### src/rtl/pattern_counter_if.sv
// Request/result handshake and data-memory port of the pattern counter.
// The accelerator connects through the slave modport. The core, together with
// the memory, connects through the master modport.
interface pattern_counter_if #(
    parameter int PAT_W  = 5,
    parameter int ADDR_W = 8,
    parameter int CNT_W  = 8
);
    logic              req;
    logic [PAT_W-1:0]  pat;
    logic [ADDR_W-1:0] base_addr;
    logic [ADDR_W-1:0] len;
    logic [ADDR_W-1:0] mem_raddr;
    logic [7:0]        mem_rdata;
    logic              mem_we;
    logic [ADDR_W-1:0] mem_waddr;
    logic [7:0]        mem_wdata;
    logic              busy;
    logic              done;
    logic [CNT_W-1:0]  ctb;
    logic [CNT_W-1:0]  cto;
    logic [CNT_W-1:0]  cts;

    modport master (
        output req, pat, base_addr, len, mem_rdata,
        input  mem_raddr, mem_we, mem_waddr, mem_wdata, busy, done, ctb, cto, cts
    );

    modport slave (
        input  req, pat, base_addr, len, mem_rdata,
        output mem_raddr, mem_we, mem_waddr, mem_wdata, busy, done, ctb, cto, cts
    );
endinterface

### src/rtl/pattern_counter.sv
// Bit-pattern search accelerator. It streams len bytes from data memory and
// counts three things: pattern hits inside single bytes, bytes that contain at
// least one hit, and hits anywhere in the MSB-first bit string. It then writes
// the three counts back to memory directly after the string.
module pattern_counter #(
    parameter int PAT_W  = 5,
    parameter int ADDR_W = 8,
    parameter int CNT_W  = 8
) (
    input  logic             clk,
    input  logic             rst_n,
    pattern_counter_if.slave bus
);

    typedef enum logic [2:0] {
        S_IDLE,
        S_RUN,
        S_WR0,
        S_WR1,
        S_WR2
    } state_e;

    localparam logic [CNT_W-1:0] CNT_MAX = '1;

    state_e            state_q;
    logic [PAT_W-1:0]  pat_q;
    logic [ADDR_W-1:0] base_q;
    logic [ADDR_W-1:0] len_q;
    logic [ADDR_W-1:0] raddr_q;
    logic [ADDR_W-1:0] issue_left_q;   // reads still to issue after the current one
    logic              rd_pend_q;      // mem_raddr this cycle is a real read
    logic              rd_valid_q;     // mem_rdata this cycle belongs to the job
    logic [6:0]        win_q;          // last 7 string bits of the previous byte
    logic [3:0]        seen_q;         // string bits already consumed, saturating at 8
    logic [CNT_W-1:0]  ctb_q, cto_q, cts_q;
    logic              we_q;
    logic [ADDR_W-1:0] waddr_q;
    logic [7:0]        wdata_q;
    logic              busy_q;
    logic              done_q;

    logic [14:0]       window_d;
    logic [3:0]        ctb_inc_d;
    logic [3:0]        cts_inc_d;
    logic [CNT_W-1:0]  ctb_d, cto_d, cts_d;

    // Add a per-byte increment, clamping at the counter maximum instead of wrapping.
    function automatic logic [CNT_W-1:0] sat_add(input logic [CNT_W-1:0] a,
                                                 input logic [3:0]       inc);
        logic [CNT_W+3:0] s;
        s = (CNT_W+4)'(a) + (CNT_W+4)'(inc);
        return (s > (CNT_W+4)'(CNT_MAX)) ? CNT_MAX : CNT_W'(s);
    endfunction

    // Count the windows in the byte now on mem_rdata, then form the saturated next counts.
    always_comb begin
        // NOTE: every output of this block gets a value before any conditional
        // update, so no path can leave it unassigned and infer a latch.
        window_d  = {win_q, bus.mem_rdata};
        ctb_inc_d = '0;
        cts_inc_d = '0;
        for (int e = 0; e < 8; e++) begin
            if (window_d[e +: PAT_W] == pat_q) begin
                // A window lying wholly inside the current byte is an in-byte hit.
                if (e <= 8 - PAT_W)
                    ctb_inc_d = ctb_inc_d + 4'd1;
                // A string window counts only if its first bit has already been streamed.
                if (e + PAT_W <= 8 + int'(seen_q))
                    cts_inc_d = cts_inc_d + 4'd1;
            end
        end
        ctb_d = sat_add(ctb_q, ctb_inc_d);
        cto_d = sat_add(cto_q, {3'd0, (ctb_inc_d != 4'd0)});
        cts_d = sat_add(cts_q, cts_inc_d);
    end

    // Control FSM: accept the job, stream the reads, accumulate, write back the three results.
    always_ff @(posedge clk or negedge rst_n) begin
        if (!rst_n) begin
            state_q      <= S_IDLE;
            pat_q        <= '0;
            base_q       <= '0;
            len_q        <= '0;
            raddr_q      <= '0;
            issue_left_q <= '0;
            rd_pend_q    <= 1'b0;
            rd_valid_q   <= 1'b0;
            win_q        <= '0;
            seen_q       <= '0;
            ctb_q        <= '0;
            cto_q        <= '0;
            cts_q        <= '0;
            we_q         <= 1'b0;
            waddr_q      <= '0;
            wdata_q      <= '0;
            busy_q       <= 1'b0;
            done_q       <= 1'b0;
        end else begin
            // NOTE: state is updated with non-blocking assignments, so every
            // right-hand side below reads the value from before this edge.
            case (state_q)
                S_IDLE: begin
                    if (bus.req) begin
                        pat_q      <= bus.pat;
                        base_q     <= bus.base_addr;
                        len_q      <= bus.len;
                        ctb_q      <= '0;
                        cto_q      <= '0;
                        cts_q      <= '0;
                        win_q      <= '0;
                        seen_q     <= '0;
                        rd_valid_q <= 1'b0;
                        done_q     <= 1'b0;
                        busy_q     <= 1'b1;
                        if (bus.len != '0) begin
                            state_q      <= S_RUN;
                            raddr_q      <= bus.base_addr;
                            issue_left_q <= bus.len - ADDR_W'(1);
                            rd_pend_q    <= 1'b1;
                        end else begin
                            state_q <= S_WR0;
                            we_q    <= 1'b1;
                            waddr_q <= bus.base_addr;
                            wdata_q <= '0;
                        end
                    end
                end
                S_RUN: begin
                    rd_valid_q <= rd_pend_q;
                    if (rd_pend_q) begin
                        if (issue_left_q != '0) begin
                            raddr_q      <= raddr_q + ADDR_W'(1);
                            issue_left_q <= issue_left_q - ADDR_W'(1);
                        end else begin
                            rd_pend_q <= 1'b0;
                        end
                    end
                    if (rd_valid_q) begin
                        ctb_q  <= ctb_d;
                        cto_q  <= cto_d;
                        cts_q  <= cts_d;
                        win_q  <= bus.mem_rdata[6:0];
                        seen_q <= (seen_q >= 4'd8) ? 4'd8 : seen_q + 4'd8;
                        // No read in flight after this one: this was the last byte.
                        if (!rd_pend_q) begin
                            state_q <= S_WR0;
                            we_q    <= 1'b1;
                            waddr_q <= base_q + len_q;
                            wdata_q <= 8'(ctb_d);
                        end
                    end
                end
                S_WR0: begin
                    state_q <= S_WR1;
                    waddr_q <= waddr_q + ADDR_W'(1);
                    wdata_q <= 8'(cto_q);
                end
                S_WR1: begin
                    state_q <= S_WR2;
                    waddr_q <= waddr_q + ADDR_W'(1);
                    wdata_q <= 8'(cts_q);
                end
                S_WR2: begin
                    state_q <= S_IDLE;
                    we_q    <= 1'b0;
                    busy_q  <= 1'b0;
                    done_q  <= 1'b1;
                end
                default: state_q <= S_IDLE;
            endcase
        end
    end

    assign bus.mem_raddr = raddr_q;
    assign bus.mem_we    = we_q;
    assign bus.mem_waddr = waddr_q;
    assign bus.mem_wdata = wdata_q;
    assign bus.busy      = busy_q;
    assign bus.done      = done_q;
    assign bus.ctb       = ctb_q;
    assign bus.cto       = cto_q;
    assign bus.cts       = cts_q;

endmodule

### src/flat_wrapper.sv
// flat-port wrapper written by rule: the top's interface ports become plain ports
module pattern_counter_flat 
#(
    parameter int PAT_W  = 5,
    parameter int ADDR_W = 8,
    parameter int CNT_W  = 8
)
  (clk, rst_n, bus_req, bus_pat, bus_base_addr, bus_len, bus_mem_rdata, bus_mem_raddr, bus_mem_we, bus_mem_waddr, bus_mem_wdata, bus_busy, bus_done, bus_ctb, bus_cto, bus_cts);
  pattern_counter_if #(.PAT_W(PAT_W), .ADDR_W(ADDR_W), .CNT_W(CNT_W)) bus_i ();
  input  logic clk;
  input  logic rst_n;
  input wire logic [$bits(bus_i.req)-1:0] bus_req;
  input wire logic [$bits(bus_i.pat)-1:0] bus_pat;
  input wire logic [$bits(bus_i.base_addr)-1:0] bus_base_addr;
  input wire logic [$bits(bus_i.len)-1:0] bus_len;
  input wire logic [$bits(bus_i.mem_rdata)-1:0] bus_mem_rdata;
  output wire logic [$bits(bus_i.mem_raddr)-1:0] bus_mem_raddr;
  output wire logic [$bits(bus_i.mem_we)-1:0] bus_mem_we;
  output wire logic [$bits(bus_i.mem_waddr)-1:0] bus_mem_waddr;
  output wire logic [$bits(bus_i.mem_wdata)-1:0] bus_mem_wdata;
  output wire logic [$bits(bus_i.busy)-1:0] bus_busy;
  output wire logic [$bits(bus_i.done)-1:0] bus_done;
  output wire logic [$bits(bus_i.ctb)-1:0] bus_ctb;
  output wire logic [$bits(bus_i.cto)-1:0] bus_cto;
  output wire logic [$bits(bus_i.cts)-1:0] bus_cts;
  assign bus_i.req = bus_req;
  assign bus_i.pat = bus_pat;
  assign bus_i.base_addr = bus_base_addr;
  assign bus_i.len = bus_len;
  assign bus_i.mem_rdata = bus_mem_rdata;
  assign bus_mem_raddr = bus_i.mem_raddr;
  assign bus_mem_we = bus_i.mem_we;
  assign bus_mem_waddr = bus_i.mem_waddr;
  assign bus_mem_wdata = bus_i.mem_wdata;
  assign bus_busy = bus_i.busy;
  assign bus_done = bus_i.done;
  assign bus_ctb = bus_i.ctb;
  assign bus_cto = bus_i.cto;
  assign bus_cts = bus_i.cts;
  pattern_counter #(.PAT_W(PAT_W), .ADDR_W(ADDR_W), .CNT_W(CNT_W)) u_core (.clk(clk), .rst_n(rst_n), .bus(bus_i));
endmodule
### config.mk
export PLATFORM = sky130hd
export DESIGN_NAME = pattern_counter_flat
export DESIGN_NICKNAME = d
export VERILOG_FILES = /design/src/rtl/pattern_counter_if.sv /design/src/rtl/pattern_counter.sv /design/src/flat_wrapper.sv
export SDC_FILE = /design/constraint.sdc
export NUM_CORES = 1
export LEC_CHECK = 0
export BUFFER_PORTS_ARGS = -buffer_cell sky130_fd_sc_hd__buf_2
export CAP_MARGIN = 25
export CORE_MARGIN = 3
export CORE_UTILIZATION = 61
export CTS_BUF_LIST = sky130_fd_sc_hd__clkbuf_4 sky130_fd_sc_hd__clkbuf_8 sky130_fd_sc_hd__clkbuf_16
export CTS_CLUSTER_SIZE = 16
export DETAILED_ROUTE_END_ITERATION = 8
export PLACE_DENSITY = 0.83
export SYNTH_ARGS = -nofsm -noshare
export SYNTH_HDL_FRONTEND = slang
export SYNTH_SLANG_ARGS = --single-unit
### constraint.sdc
create_clock -name clk -period 15.7 [get_ports clk]
set_input_delay 1.57 -clock clk [delete_from_list [all_inputs] [get_ports clk]]
set_output_delay 1.57 -clock clk [all_outputs]
set_load 0.005 [all_outputs]
# After elaboration in Yosys (flattened, before gate mapping)
# Cells that the tools add are included.
[op_classes]
n_eq_ne = 19
add_sub_neg = 20
n_lt_le_gt_ge = 12
reduce_logical = 20
n_mux = 77
[op_table]
columns = ["operator", "n"]
rows = [
  ["8-bit two-way mux", 23],
  ["5-bit by 32-bit <= comparator with 1-bit output, first input constant", 5],
  ["4-bit by 32-bit <= comparator with 1-bit output, first input constant", 3],
  ["4-bit two-way mux", 23],
  ["8-bit one-hot mux with 2 select lines", 5],
  ["5-bit equality test", 8],
  ["4-bit by 1-bit adder with 4-bit output, second input constant", 9],
  ["12-bit by 8-bit > comparator with 1-bit output, second input constant", 3],
  ["8-bit one-hot mux with 4 select lines", 1],
  ["8-bit one-hot mux with 3 select lines", 1],
  ["5-bit AND reduction", 4],
  ["8-bit by 4-bit adder with 9-bit output", 2],
  ["8-bit by 1-bit adder with 8-bit output, second input constant", 2],
  ["4-bit one-hot mux with 2 select lines", 2],
  ["8-bit nonzero test", 2],
  ["8-bit by 1-bit subtractor with 8-bit output, second input constant", 2],
  ["1-bit two-way mux", 12],
  ["3-bit one-hot mux with 4 select lines", 1],
  ["8-bit by 1-bit adder with 9-bit output", 1],
  ["3-bit two-way mux", 3],
  ["3-bit AND reduction", 3],
  ["8-bit adder", 1],
  ["2-bit by 1-bit inequality test with 1-bit output, second input constant", 4],
  ["1-bit one-hot mux with 2 select lines", 4],
  ["16 further kinds", 24],
]
[word_totals]
inputBits = 32
reg_bits = 93
word_cells = 166

# Logic depth before layout (Yosys ltp)
# Gate-level depths: netlist of the first run.
[depth]
ltp_word = 30
ltp_mapped = 30
mapped_depth_nobuf = 29

# Least setup slack after synthesis of the first run
# OpenSTA, ideal clock, no wires.
[synth_path]
kind = "input -> register"
startpoint = "input bus_mem_rdata[4]"
endpoint = "register u_core.cts_q[7] (netlist: u_core.bus.cts[7])"
path_buffers = 1
path_stages = 28
t_arrival_ps = 6491
setup_ps = 135
setup_slack_ps = 9073
cell_sequence = "buf_6 xor2_1 nor2_1 nand4_4 inv_2 xnor2_2 inv_1 ha_1 inv_1 a221o_2 nor2_1 inv_1 ha_1 or3_1 mux2i_1 a311oi_2 ha_1 mux2_2 ha_1 mux2_2 ha_1 a21o_1 a21o_1 a21oi_1 nor2_1 nand3_1 nor3b_1 nor3_1"
[synth_between]
elab_chain_len = 28
elab_cells_between_ends = 32
cone_classes = "8 x add/sub; 1 x order compare; 5 x eq/ne; 18 x mux"
[synth_rtl]
columns = ["item", "line_no", "text"]
rows = [
  ["start, declared", "flat_wrapper.sv:16", "input wire logic [$bits(bus_i.mem_rdata)-1:0] bus_mem_rdata;"],
  ["5-bit equality test", "pattern_counter.sv:63", "if (window_d[e +: PAT_W] == pat_q) begin"],
  ["4-bit two-way mux", "pattern_counter.sv:63", ""],
  ["4-bit by 1-bit adder with 4-bit output", "pattern_counter.sv:69", "cts_inc_d = cts_inc_d + 4'd1;"],
  ["4-bit two-way mux", "pattern_counter.sv:68", "if (e + PAT_W <= 8 + int'(seen_q))"],
  ["4-bit two-way mux", "pattern_counter.sv:63", ""],
  ["4-bit by 1-bit adder with 4-bit output", "pattern_counter.sv:69", ""],
  ["4-bit two-way mux", "pattern_counter.sv:68", ""],
  ["4-bit two-way mux", "pattern_counter.sv:63", ""],
  ["(+12 left out)", "--", ""],
  ["4-bit by 1-bit adder with 4-bit output", "pattern_counter.sv:69", ""],
  ["4-bit two-way mux", "pattern_counter.sv:68", ""],
  ["4-bit two-way mux (*)", "pattern_counter.sv:63", ""],
  ["8-bit by 4-bit adder with 9-bit output (*)", "pattern_counter.sv:51", "s = (CNT_W+4)'(a) + (CNT_W+4)'(inc);"],
  ["12-bit by 8-bit > comparator with 1-bit output", "pattern_counter.sv:52", "return (s > (CNT_W+4)'(CNT_MAX)) ? CNT_MAX : CNT_W'(s);"],
  ["8-bit two-way mux (*)", "pattern_counter.sv:52", ""],
  ["8-bit two-way mux (*)", "pattern_counter.sv:138", "if (rd_valid_q) begin"],
  ["8-bit one-hot mux with 2 select lines (*)", "pattern_counter.sv:101", "case (state_q)"],
  ["end signal, assigned", "pattern_counter.sv:141", "cts_q <= cts_d;"],
  ["end, declared", "pattern_counter.sv:35", "logic [CNT_W-1:0] ctb_q, cto_q, cts_q;"],
]
# Mark *: on every way between the ends. The rest lies on a longest branch, timed or not. The select of a mux whose other input is x is not followed.
# A chain may end at the register's enable or synchronous reset.

# Worst setup path in the final report of the first run
[layout_path]
startpoint = "input bus_mem_rdata[4]"
endpoint = "register u_core.cts_q[5] (netlist: u_core.bus.cts[5])"
# Same word-level chain as after synthesis.

==> results of run 1 <==
cell type report:
type | count | area [um^2]
Clock buffer | 12 | 165
Clock inverter | 4 | 48.8
Fill cell | 778 | 2980
Inverter | 21 | 78.8
Multi-Input combinational cell | 599 | 3890
Sequential cell | 90 | 2250
Tap cell | 133 | 166
Timing Repair Buffer | 89 | 465
state kept, by name (all words and copies together), names as in the netlist:
name and cells:
u_core.base_q 8, u_core.bus.busy 1, u_core.bus.ctb 8, u_core.bus.cto 8, u_core.bus.cts 8, u_core.bus.done 1, u_core.bus.mem_raddr 8, u_core.bus.mem_waddr 8
u_core.bus.mem_wdata 8, u_core.bus.mem_we 1, u_core.issue_left_q 8, u_core.len_q 8, u_core.pat_q 5, u_core.rd_pend_q 1, u_core.rd_valid_q 1, u_core.seen_q 1
u_core.state_q 3, u_core.win_q 4
how the worst min path moves through the flow:
stage,startpoint,endpoint,cells after the start
final,u_core.issue_left_q[7]$_DFFE_PN0P_,u_core.issue_left_q[7]$_DFFE_PN0P_,2
after global routing,u_core.base_q[5]$_DFFE_PN0P_,u_core.base_q[5]$_DFFE_PN0P_,2
after CTS,u_core.issue_left_q[7]$_DFFE_PN0P_,u_core.issue_left_q[7]$_DFFE_PN0P_,2
after detailed placement,u_core.issue_left_q[7]$_DFFE_PN0P_,u_core.issue_left_q[7]$_DFFE_PN0P_,2
after global placement,u_core.bus.mem_wdata[1]$_DFFE_PN0P_,u_core.bus.mem_wdata[1]$_DFFE_PN0P_,2
after floorplan,u_core.issue_left_q[7]$_DFFE_PN0P_,u_core.issue_left_q[7]$_DFFE_PN0P_,2
through the flow:
stage | util [%] | setup slack [ps] | power [uW] | hold WS, ps
2_1_floorplan | - | 9070 | 956 | 443
3_3_place_gp | 68.2 | 8830 | 1110 | 458
3_5_place_dp | 68.2 | 8410 | 1150 | 469
4_1_cts | 70.4 | 8810 | 1320 | 488
5_1_grt | 70.4 | 8340 | 1450 | 505
6_report | 70.4 | 8730 | 1330 | 490
logic make-up after synthesis:
| kind of cell | Yosys count | synth area share, % |
|---|---|---|
| AOI/OAI and AO/OA | 182 | 17.8 |
| xor gates and xnor gates | 66 | 9.55 |
| adders and majority gates | 32 | 6.55 |
| buffers and inverters | 62 | 5.00 |
| DFF | 90 | 34.9 |
| muxes | 30 | 4.80 |
| other | 1 | 0.0581 |
| and+or+nand+nor | 288 | 21.4 |
cell usage in the layout, fill, tap and decap left out, types with 4 or more instances in the layout:
cell type,instances
a21oi_1,56
o31ai_1,4
dfrtp_1,90
inv_2,4
nand2b_1,7
xnor2_1,40
o21ai_0,57
a21o_1,5
mux2_2,8
buf_2,81
a22o_1,11
o21a_1,4
nand2_1,115
xor2_1,23
a31oi_1,11
clkbuf_8,12
nor3_1,22
and3_1,15
o32ai_1,4
nand3_1,28
inv_1,17
nor4_1,5
buf_4,8
nor2b_1,5
mux2i_1,22
ha_1,29
nor2_1,55
o21bai_1,4
or3_1,7
power by group:
part           internal, uW  total (uW)  switching [uW]
Sequential              320         449             129
Combinational           296         710             414
Clock                  86.5         171            84.8
Total                   702        1330             628
critical path, delay by kind of cell:
family,cells,cell delay [ps]
AO/OA/AOI/OAI,3,730
multiplexers,2,460
adder cells (fa/ha/maj),5,1530
XOR/XNOR,4,550
buffers and inverters,5,590
AND/OR/NAND/NOR,9,1810
layer usage:
layer  wire, um  share of wire, %
met5          0                 0
met1       7300                44
met2       7890                48
met3       1060               6.4
met4        290               1.8
==> run summary, run 1 <==
io pins - 83
end of the critical path - u_core.bus.cts[5]$_DFFE_PN0P_
CP max FO - 7
Power Density - 188 mW/mm^2
Least-Margin Pin Slew - 837 ps
dominant synthesized flop cell - dfrtp_1
initial antenna violation count - 0
Post-Syn Nets - 815
# hold bufs at CTS - 0
total of max-cap violations - 0
Mean Syn Cell Area - 8.60 um^2
Detailed Place HPWL - 12100 um
fin cells - 948
number of global-route vias before repair - 5663
# diodes - 0
Synth cell types - 70
chip height - 109 um
top post-synthesis cells by area - dfrtp_1 35%, nand2_1 6.7%, ha_1 5.6%
final setup TNS - 0 ps
Post-synth EDFFs - 0
Worst EP required - 15970 ps
Final ANT Viol Nets - 0
slowest CP cell - or3_1
HP Class - reg -> reg
layout cells sized above 1 - 16.9%
Slew Limit Fails - 0
maximum VDD drop - 0.000127 V
# resized after CTS - 0
status - complete, no violations
NumNets Final - 874
yosys warns - 0
clock sinks - 90
Fmax - 143 MHz
area leader, netlist - dfrtp_1
Fin Clk Skew - 6.98 ps
GRT met2 Usage - 46.4%
DR WL/cell - 17.4 um
Slew HR - 44.2%
CTS tree - done
Final Hold Fails - 0
Root Driver - clkbuf_8
Starting Density - 64.3%
Worst Reg2Reg Path Length in Cells - 27
Core ar. - 0.0100 mm^2
reg-to-reg startpoint - u_core.pat_q[3]$_DFFE_PN0P_
Area Overhead vs Synth - 9.43%
cell count after synthesis - 751
largest net degree at the start of global routing - 48
overall routing resource usage - 29.6%
unrepaired setup endpoints after global routing - no
Tmin final - 6970 ps
Lkg Pwr - 0.00338 uW
WP data arrival - 7240 ps
drt pass-1 iters - 5
final WL - 16500 um
postcts setup bufs - 0
clock slew at reported path FFs - 90 ps
Post-synth ARST share - 100%
Worst Setup SP - bus_mem_rdata[4]
worst r2r dst - u_core.bus.cts[5]$_DFFE_PN0P_
Post-route DRC - 0
crit share post-route - 44.4%
Commonest cells post-synth - 115 x nand2_1, 90 x dfrtp_1, 57 x o21ai_0
Die Wd - 109 um
first-pass GRT wire length - 27800 um
most frequent CP cell - ha_1
Worst path max stage delay - 380 ps
most common cell in the netlist - nand2_1
Port Buffer Count - 82
met3 usage - 4.85%
Row Count - 36
met1 usage - 41.9%
Via density - 6.21
RD Place Congestion - 0.912
DR vias - 5885
First DRT Iteration DRCs - 490
worst-skew pair later-pin latency - 360 ps
synthesized flop and latch total - 90
CTS Buffer Depth - 2
placed instance area - 0.00686 mm^2
area of the die - 0.0119 mm^2
final instance area - 0.00707 mm^2
Setup crit end kind - register
layer with the highest usage - met2
CP Class - in -> reg
Yosys top cell area share - 34.9%
total congestion overflow - 0
Finish-stage setup viols - 0
mapped cell area - 0.00646 mm^2
register area share after synthesis - 34.9%
reg2reg setup slack - 9430 ps
dpl cells - 932
total CTS buffers - 9
# H-tree levels - 3
Worst setup SP type - input port
(Power assumes the default switching activity.)
==> run 2, diff against run 1 <==
- CORE_UTILIZATION: 61 -> 59
- PLACE_DENSITY: 0.83 -> 0.81
- clock period: 15.7 -> 6.45 ns (I/O delays scaled with it)
==> run summary, run 2 (synthesized netlist as in run 1, its figures left out) <==
status - complete, no violations
Slew Limit Fails - 0
fin cells - 961
Final Hold Fails - 0
Post-route DRC - 0
DR vias - 5949
# H-tree levels - 3
# hold bufs at CTS - 0
Via density - 6.19
total CTS buffers - 9
Least-Margin Pin Slew - 872 ps
Starting Density - 61.7%
dpl cells - 933
drt pass-1 iters - 5
Detailed Place HPWL - 12100 um
first-pass GRT wire length - 27700 um
CTS Buffer Depth - 2
Row Count - 37
Core ar. - 0.0105 mm^2
largest net degree at the start of global routing - 77
fillcell total - 825
Multi-input gate area - 0.00392 mm^2
total of max-cap violations - 0
Power Density - 458 mW/mm^2
CP Class - reg -> reg
final setup TNS - 0 ps
clock sinks - 90
initial antenna violation count - 0
total congestion overflow - 0
Die Wd - 111 um
Worst Hold Slack - 111 ps
overall routing resource usage - 27.0%
commonest cells after routing, fill and taps aside - 115 x nand2_1, 86 x dfrtp_1, 81 x buf_2
RD Place Congestion - 0.913
layout cells sized above 1 - 19.0%
Finish-stage setup viols - 0
chip height - 111 um
NumNets Final - 884
FF/Latch Area - 0.00226 mm^2
Worst EP required - 6680 ps
number of global-route vias before repair - 5719
area of the die - 0.0122 mm^2
Final ANT Viol Nets - 0
CTS tree - done
Area Overhead vs Synth - 11.5%
io pins - 83
Port Buffer Count - 82
maximum VDD drop - 0.000271 V
Root Driver - clkbuf_8
First DRT Iteration DRCs - 547
crit share post-route - 95.5%
Worst setup SP type - register
Fin Clk Skew - 18.3 ps
worst-skew pair later-pin latency - 360 ps
Slew HR - 41.9%
clock slew at reported path FFs - 100 ps
WP data arrival - 6380 ps
Fmax - 162 MHz
CP max FO - 9
DR WL/cell - 17.8 um
final WL - 17100 um
Worst Reg2Reg Path Length in Cells - 25
Lkg Pwr - 0.00345 uW
most common cell after layout, fill and taps aside - nand2_1
# diodes - 0
Setup crit end kind - register
HP Class - in -> async
Tmin final - 6160 ps
==> run 2: changes by cell type in the layout (fill, tap and decap cells not counted), moves of 2 or more <==
cell      before  now
buf_4          8   16
clkinv_2       2    0
dfrtp_1       90   86
xnor2_2        1    4
inv_6          0    2
xnor2_1       40   37
clkbuf_8      12   10
dfrtp_2        0    4
==> run 2: worst paths after layout <==
| path | start | endpoint | slack, ps |
|---|---|---|---|
| max reg2reg | u_core.pat_q[4]$_DFFE_PN0P_ | u_core.bus.cts[7]$_DFFE_PN0P_ | 290 |
| max in group asynchronous | rst_n | u_core.pat_q[3]$_DFFE_PN0P_ | 5540 |
| min in group clk | bus_pat[1] | u_core.pat_q[1]$_DFFE_PN0P_ | 490 |
| min reg2reg | u_core.base_q[2]$_DFFE_PN0P_ | u_core.base_q[2]$_DFFE_PN0P_ | 500 |
| max | u_core.pat_q[4]$_DFFE_PN0P_ | u_core.bus.cts[7]$_DFFE_PN0P_ | 290 |
| min | rst_n | u_core.bus.cto[7]$_DFFE_PN0P_ | 110 |
==> run 2: through the flow <==
step                cell area [um^2]  power, uW  utilization (%)  setup slack (ps)
CTS                             7050       3200             67.4               271
detailed placement              6840       2780             65.4               123
finish                          7200       3300             68.8               293
floorplan                       6460       2330                -               748
global route                    7200       3570             68.8            -0.965
global placement                6840       2700             65.4               501
==> run 2: routing by layer <==
layer | global-route usage (%) | share of wire [%] | vias up
met4 | 7.47 | 1.7 | 0
met2 | 46.8 | 50 | 247
met1 | 35.5 | 42 | 2874
met5 | 0 | 0 | -
li1 | - | - | 2791
met3 | 3.78 | 6.2 | 37
==> run 2: critical path, cell delays in order (launching register included) <==
cell and delay, ps:
dfrtp_1 680, xnor2_1 180, and4_1 310, xnor2_2 180, inv_1 140, ha_1 340, nand4_1 170, mux2i_1 110
o2bb2ai_1 170, nor2_1 200, inv_1 80, ha_1 300, or3_1 370, mux2i_1 190, a311oi_2 100, ha_1 360
mux2_2 290, ha_1 300, mux2_2 300, ha_1 290, a21o_1 160, a21o_1 200, a21oi_1 180, nor2_2 80
a31oi_1 260, nor3_1 80
==> run 2: final cells by class <==
cell class	count	area share [%]
Timing Repair Buffer	99	7.84
Tap cell	136	2.36
Clock inverter	6	1.01
Inverter	21	1.09
Multi-Input combinational cell	599	54.4
Sequential cell	90	31.3
Clock buffer	10	1.91
==> run 2: report_power, final <==
part           internal [uW]  switching (uW)
logic                    760            1040
registers                781             311
clock network            194             216
total                   1730            1570
==> run 2: what timing repair did <==
action,4_1_cts,5_1_grt
setup endpoints to repair,0,8
setup buffers,0,10
gates resized for setup,0,9
